--- src/rtl/multicycle_seq_ctrl.sv ---
// Multi-cycle sequencing controller for the MIPS-style core: one FSM pass per
// instruction (FETCH/DECODE/EXEC/MEM/WB) with a datamem wait-state handshake.
module multicycle_seq_ctrl #(
    parameter int CNT_W       = 16,
    parameter int MEM_TIMEOUT = 15
) (
    input  logic             clk,
    input  logic             rst,
    input  logic             run,
    input  logic [5:0]       opcode,
    input  logic             zero,
    input  logic             mem_ready,
    output logic             ir_we,
    output logic             pc_we,
    output logic [1:0]       pc_src,
    output logic             regdst,
    output logic             regorimm,
    output logic             aluormem,
    output logic [2:0]       aluop,
    output logic             memread,
    output logic             memwrite,
    output logic             regw,
    output logic [2:0]       state,
    output logic             illegal,
    output logic             mem_err,
    output logic [CNT_W-1:0] retired
);
    typedef enum logic [2:0] {
        S_IDLE   = 3'd0,
        S_FETCH  = 3'd1,
        S_DECODE = 3'd2,
        S_EXEC   = 3'd3,
        S_MEM    = 3'd4,
        S_WB     = 3'd5,
        S_HALT   = 3'd6
    } state_t;

    localparam int WAIT_W = (MEM_TIMEOUT > 1) ? $clog2(MEM_TIMEOUT) : 1;
    localparam logic [WAIT_W-1:0] WAIT_LAST = WAIT_W'(MEM_TIMEOUT - 1);

    state_t            state_q, state_d;
    logic [5:0]        op_q;
    logic [WAIT_W-1:0] wait_q;
    logic              illegal_q, mem_err_q;
    logic [CNT_W-1:0]  retired_q;
    logic              retire, mem_timeout, is_load, is_store;

    assign is_load  = (op_q == 6'd8);
    assign is_store = (op_q == 6'd9);

    // NOTE: sequential state uses non-blocking assignments so every register
    // samples the pre-edge values, independent of statement order.
    always_ff @(posedge clk) begin
        if (rst) begin
            state_q   <= S_IDLE;
            op_q      <= '0;
            wait_q    <= '0;
            illegal_q <= 1'b0;
            mem_err_q <= 1'b0;
            retired_q <= '0;
        end else begin
            state_q <= state_d;
            if (state_q == S_DECODE) begin
                op_q <= opcode;
                if (opcode > 6'd11) illegal_q <= 1'b1;
            end
            if (mem_timeout) mem_err_q <= 1'b1;
            wait_q <= (state_q == S_MEM && !mem_ready && !mem_timeout) ? wait_q + 1'b1 : '0;
            if (retire) retired_q <= retired_q + CNT_W'(1);
        end
    end

    // NOTE: every output of this block gets a default first, so no path can
    // leave a signal unassigned and infer a latch.
    always_comb begin
        state_d     = state_q;
        ir_we       = 1'b0;
        pc_we       = 1'b0;
        pc_src      = 2'd0;
        regdst      = 1'b0;
        regorimm    = 1'b0;
        aluormem    = 1'b0;
        aluop       = 3'b000;
        memread     = 1'b0;
        memwrite    = 1'b0;
        regw        = 1'b0;
        retire      = 1'b0;
        mem_timeout = 1'b0;

        if (state_q == S_EXEC || state_q == S_MEM || state_q == S_WB) begin
            case (op_q)
                6'd0, 6'd1, 6'd2, 6'd3: regdst = 1'b1;
                6'd4: begin regorimm = 1'b1; aluop = 3'b001; end
                6'd5: begin regorimm = 1'b1; aluop = 3'b010; end
                6'd6: begin regorimm = 1'b1; aluop = 3'b100; end
                6'd7: begin regorimm = 1'b1; aluop = 3'b101; end
                6'd8, 6'd9: begin regorimm = 1'b1; aluormem = 1'b1; aluop = 3'b011; end
                6'd10: aluop = 3'b110;
                6'd11: aluop = 3'b111;
                default: ;
            endcase
        end

        case (state_q)
            S_IDLE:   if (run) state_d = S_FETCH;
            S_FETCH: begin
                ir_we   = 1'b1;
                state_d = S_DECODE;
            end
            S_DECODE: state_d = (opcode > 6'd11) ? S_HALT : S_EXEC;
            S_EXEC: begin
                if (op_q <= 6'd7) begin
                    state_d = S_WB;
                end else if (op_q <= 6'd9) begin
                    state_d = S_MEM;
                end else begin
                    pc_we  = 1'b1;
                    retire = 1'b1;
                    pc_src = (op_q == 6'd11) ? 2'd2 : (zero ? 2'd1 : 2'd0);
                end
            end
            S_MEM: begin
                // The store's PC update shares the completing write cycle;
                // the strobe must stay up until the access is acknowledged.
                memread  = is_load;
                memwrite = is_store;
                if (mem_ready) begin
                    if (is_load) begin
                        state_d = S_WB;
                    end else begin
                        pc_we  = 1'b1;
                        retire = 1'b1;
                    end
                end else if (wait_q == WAIT_LAST) begin
                    mem_timeout = 1'b1;
                    state_d     = S_HALT;
                end
            end
            S_WB: begin
                regw   = 1'b1;
                pc_we  = 1'b1;
                retire = 1'b1;
            end
            S_HALT:   state_d = S_HALT;
            default:  state_d = S_IDLE;
        endcase

        if (retire) state_d = run ? S_FETCH : S_IDLE;
    end

    assign state   = state_q;
    assign illegal = illegal_q;
    assign mem_err = mem_err_q;
    assign retired = retired_q;
endmodule

--- config.mk ---
export PLATFORM = sky130hd
export DESIGN_NAME = multicycle_seq_ctrl
export DESIGN_NICKNAME = d
export VERILOG_FILES = /design/src/rtl/multicycle_seq_ctrl.sv
export SDC_FILE = /design/constraint.sdc
export NUM_CORES = 1
export LEC_CHECK = 0
export CELL_PAD_IN_SITES_DETAIL_PLACEMENT = 0
export CELL_PAD_IN_SITES_GLOBAL_PLACEMENT = 1
export CORE_MARGIN = 2
export CORE_UTILIZATION = 34
export DETAILED_ROUTE_END_ITERATION = 10
export PLACE_DENSITY_LB_ADDON = 0.12
export SYNTH_ARGS = -nofsm -noshare
export SYNTH_HDL_FRONTEND = slang
export SYNTH_SLANG_ARGS = --single-unit
--- constraint.sdc ---
create_clock -name clk -period 2 [get_ports clk]
set_input_delay 0.2 -clock clk [delete_from_list [all_inputs] [get_ports clk]]
set_output_delay 0.2 -clock clk [all_outputs]
set_load 0.05 [all_outputs]
==> flow_summary.json <==
{
  "cpMaxStageDelayCell": "or3_4",
  "synth_area_leader_cell": "dfxtp_1",
  "yosysUniqueCellTypes": 36,
  "fin_skew_ns": 0.005998,
  "worstSetupPathType": "reg -> out",
  "vdd_drop_max_v": 0.0004772,
  "dp_hpwl_microns": 3103,
  "outcome": "complete, but fails checks",
  "root_buffer": "clkbuf_8",
  "coreArea_sq_mm": 0.004414,
  "cp_max_fo": 2,
  "r2r_slack_ns": 0.01,
  "syn_nets": 212,
  "tightest_slew_ns": 0.5161,
  "numCtsBuffers": 5,
  "max_freq_mhz": 489.1,
  "synthCells": 198,
  "dp.cells": 296,
  "power.density_mw_per_mm2": 864.0,
  "yosysWarnings": 0,
  "r2r_end": "retired[15]",
  "synth_seq_cells": 31,
  "place.gp.congestion": 0.7963,
  "hold_path_class": "reg -> reg",
  "max-cap-violations": 0,
  "crit_path_end_kind": "output pin",
  "wl_per_cell_microns": 14.18,
  "synth_edf_count": 0,
  "grt_max_degree": 23,
  "critPathMaxStageDelay_ns": 0.40,
  "ctsHtreeMaxLevel": 2,
  "violations": "setup timing",
  "die_w_microns": 72.26,
  "routed_wl_microns": 4451,
  "dr.pass1.iters": 4,
  "maxSlewViolCount": 0,
  "grt_pass1_wl_microns": 7383,
  "grt_overflow_total": 0,
  "port_buffers": 44,
  "fin_cells": 314,
  "via_per_inst": 5.258,
  "setup_viol": 1,
  "path_clk_slew_ns": 0.07,
  "r2r_cells": 7,
  "hp-start": "wait_q[0]",
  "clock_sinks": 31,
  "worstPathArrival_ns": 1.84,
  "area_growth_pct": 56.00,
  "path_buf_inv": 3,
  "antenna_cells": 0,
  "drt_iter0_drc": 72,
  "syn_area_sq_mm": 0.001584,
  "clockBufferDepth": 2,
  "clock_latency_ns": 0.28,
  "post-place-ws_ns": 0.01050,
  "synthTopCellsByArea": "dfxtp_1, nor2_1, a21oi_1, or3_1, o21ai_0",
  "min_period_over_period": 1.022,
  "crit_family": "simple AND/OR/NAND/NOR gates",
  "rows": 24,
  "die_area_sq_mm": 0.005221,
  "hold_depth": 1,
  "rsz0062_at_grt": "yes",
  "async_flop_share": 0,
  "fillCellCount": 431,
  "timing.rr.start": "op_q[4]",
  "ioPinCount": 45,
  "grt_usage": 0.1798,
  "drtAntennaViolNets": 0,
  "p_leak_nw": 0.9169,
  "worstPathRequired_ns": 1.80,
  "synth_top_area_share": 0.3918,
  "grt_pass1_vias": 1605,
  "critPathLaunchType": "flip-flop",
  "seq_area_frac_synth": 0.3918,
  "drc": 0,
  "syn_area_per_cell_sq_um": 8.000,
  "timing.final.ws_setup_ns": -0.04451,
  "vias": 1651,
  "finalHoldViolCount": 0,
  "tritoncts": "built",
  "cp_cell_sequence": "or3_4, nor4_4, o32a_1, buf_12, clkinvlp_4, buf_8",
  "multi_input_area_sq_um": 955.9,
  "slew_headroom": 0.6548,
  "p_total_w": 0.002135,
  "antenna_found_initial": 0,
  "min_to": "wait_q[0]",
  "start_util": 0.3588,
  "fin_util": 0.5598,
  "regArea_sq_um": 636.9,
  "cts_hold_buf": 0,
  "synthFlopType": "dfxtp_1",
  "drive_gt1_frac": 0.2672,
  "finish.net_count": 275,
  "period_minus_slack_ns": 2.045,
  "die_h_microns": 72.26
}
==> routing by layer <==
metal / up-vias / track usage / routed length (microns)
li1: 834 / - / -
met1: 761 / 0.2384 / 2080
met2: 47 / 0.2844 / 2068
met3: 9 / 0.03889 / 216
met4: 0 / 0.07128 / 86
met5: - / 0 / 0
==> where the power goes <==
group          switching (W)  internal, W  leakage [nW]
clock network       0.000239     0.000277        0.0482
logic               0.000496     0.000385         0.614
registers          0.0000582     0.000679         0.255
==> per-stage QoR <==
| step | setup TNS (ns) | cell area [sq um] | hold slack (ns) |
|---|---|---|---|
| after floorplan | 0 | 1633 | 0.3474 |
| after global placement | 0 | 2210 | 0.4401 |
| after detailed placement | 0 | 2210 | 0.4574 |
| after CTS | -0.1549 | 2380 | 0.4740 |
| after global routing | -0.2654 | 2471 | 0.5111 |
| final | -0.04451 | 2471 | 0.4692 |
==> Yosys cell counts, drive strengths merged, types with 2 or more instances <==
| cell type | n |
|---|---|
| a21oi | 19 |
| and3 | 4 |
| and4 | 3 |
| buf | 5 |
| clkbuf | 6 |
| dfxtp | 31 |
| ha | 3 |
| inv | 7 |
| mux2i | 7 |
| nand2 | 6 |
| nand2b | 4 |
| nand3 | 9 |
| nand4 | 3 |
| nor2 | 27 |
| nor2b | 4 |
| nor3 | 7 |
| nor4 | 3 |
| o21a | 3 |
| o21ai | 16 |
| o31ai | 4 |
| or3 | 13 |
| or4 | 3 |
| xnor2 | 2 |
==> worst max path at each step <==
stage / from / to / slack [ns] / cells after the start
after floorplan: state[0] / retired[13] / 0.007 / 6
after global placement: mem_ready / retired[10] / 0.07 / 6
after detailed placement: mem_ready / retired[15] / 0.01 / 6
after CTS: op_q[1] / pc_we / -0.1 / 6
after global routing: op_q[4] / pc_we / -0.14 / 6
final: op_q[1] / pc_we / -0.04 / 6
==> layout make-up <==
class / count / share of cell area
Multi-Input combinational cell: 149 / 0.3868
Timing Repair Buffer: 67 / 0.2800
Sequential cell: 31 / 0.2577
Clock buffer: 7 / 0.03494
Tap cell: 52 / 0.02633
Inverter: 7 / 0.01215
Clock inverter: 1 / 0.002025
==> sequential cells by signal, indices dropped and copies added, names as in the netlist <==
| register | cells |
|---|---|
| state | 3 |
| retired | 16 |
| wait_q | 4 |
| illegal | 1 |
| mem_err | 1 |
| op_q | 6 |
==> layout by cell type, fill, tap and decap left out, types with 6 or more instances in the layout <==
cell type | Yosys | final
dfxtp_2 | 0 | 7
buf_12 | 0 | 6
inv_1 | 7 | 6
nor2_1 | 27 | 27
dfxtp_1 | 31 | 22
nand2_1 | 6 | 6
buf_4 | 0 | 27
nand3_1 | 9 | 9
clkbuf_8 | 0 | 6
mux2i_1 | 7 | 7
a21oi_1 | 19 | 16
o21ai_0 | 16 | 16
or3_1 | 13 | 12
clkdlybuf4s50_1 | 0 | 31
==> timing repair <==
action / in CTS / in global routing
gates cloned: 1 / 0
buffers inserted: 3 / 6
setup endpoints to repair: 1 / 18
pin swaps: 5 / 3
gates resized for setup: 8 / 13
==> kinds of logic (layout without fill, tap and decap cells) <==
group | count (synthesis) | in the layout | synth area share
multiplexers | 8 | 8 | 0.05134
AND/OR/NAND/NOR | 88 | 88 | 0.2970
adder cells (fa/ha/maj) | 3 | 3 | 0.02370
AO/OA/AOI/OAI | 47 | 47 | 0.1690
buffers and inverters | 18 | 82 | 0.05055
flip-flops | 31 | 31 | 0.3918
XOR/XNOR | 3 | 3 | 0.01659
Note: power is estimated with default switching activity, not from simulation.
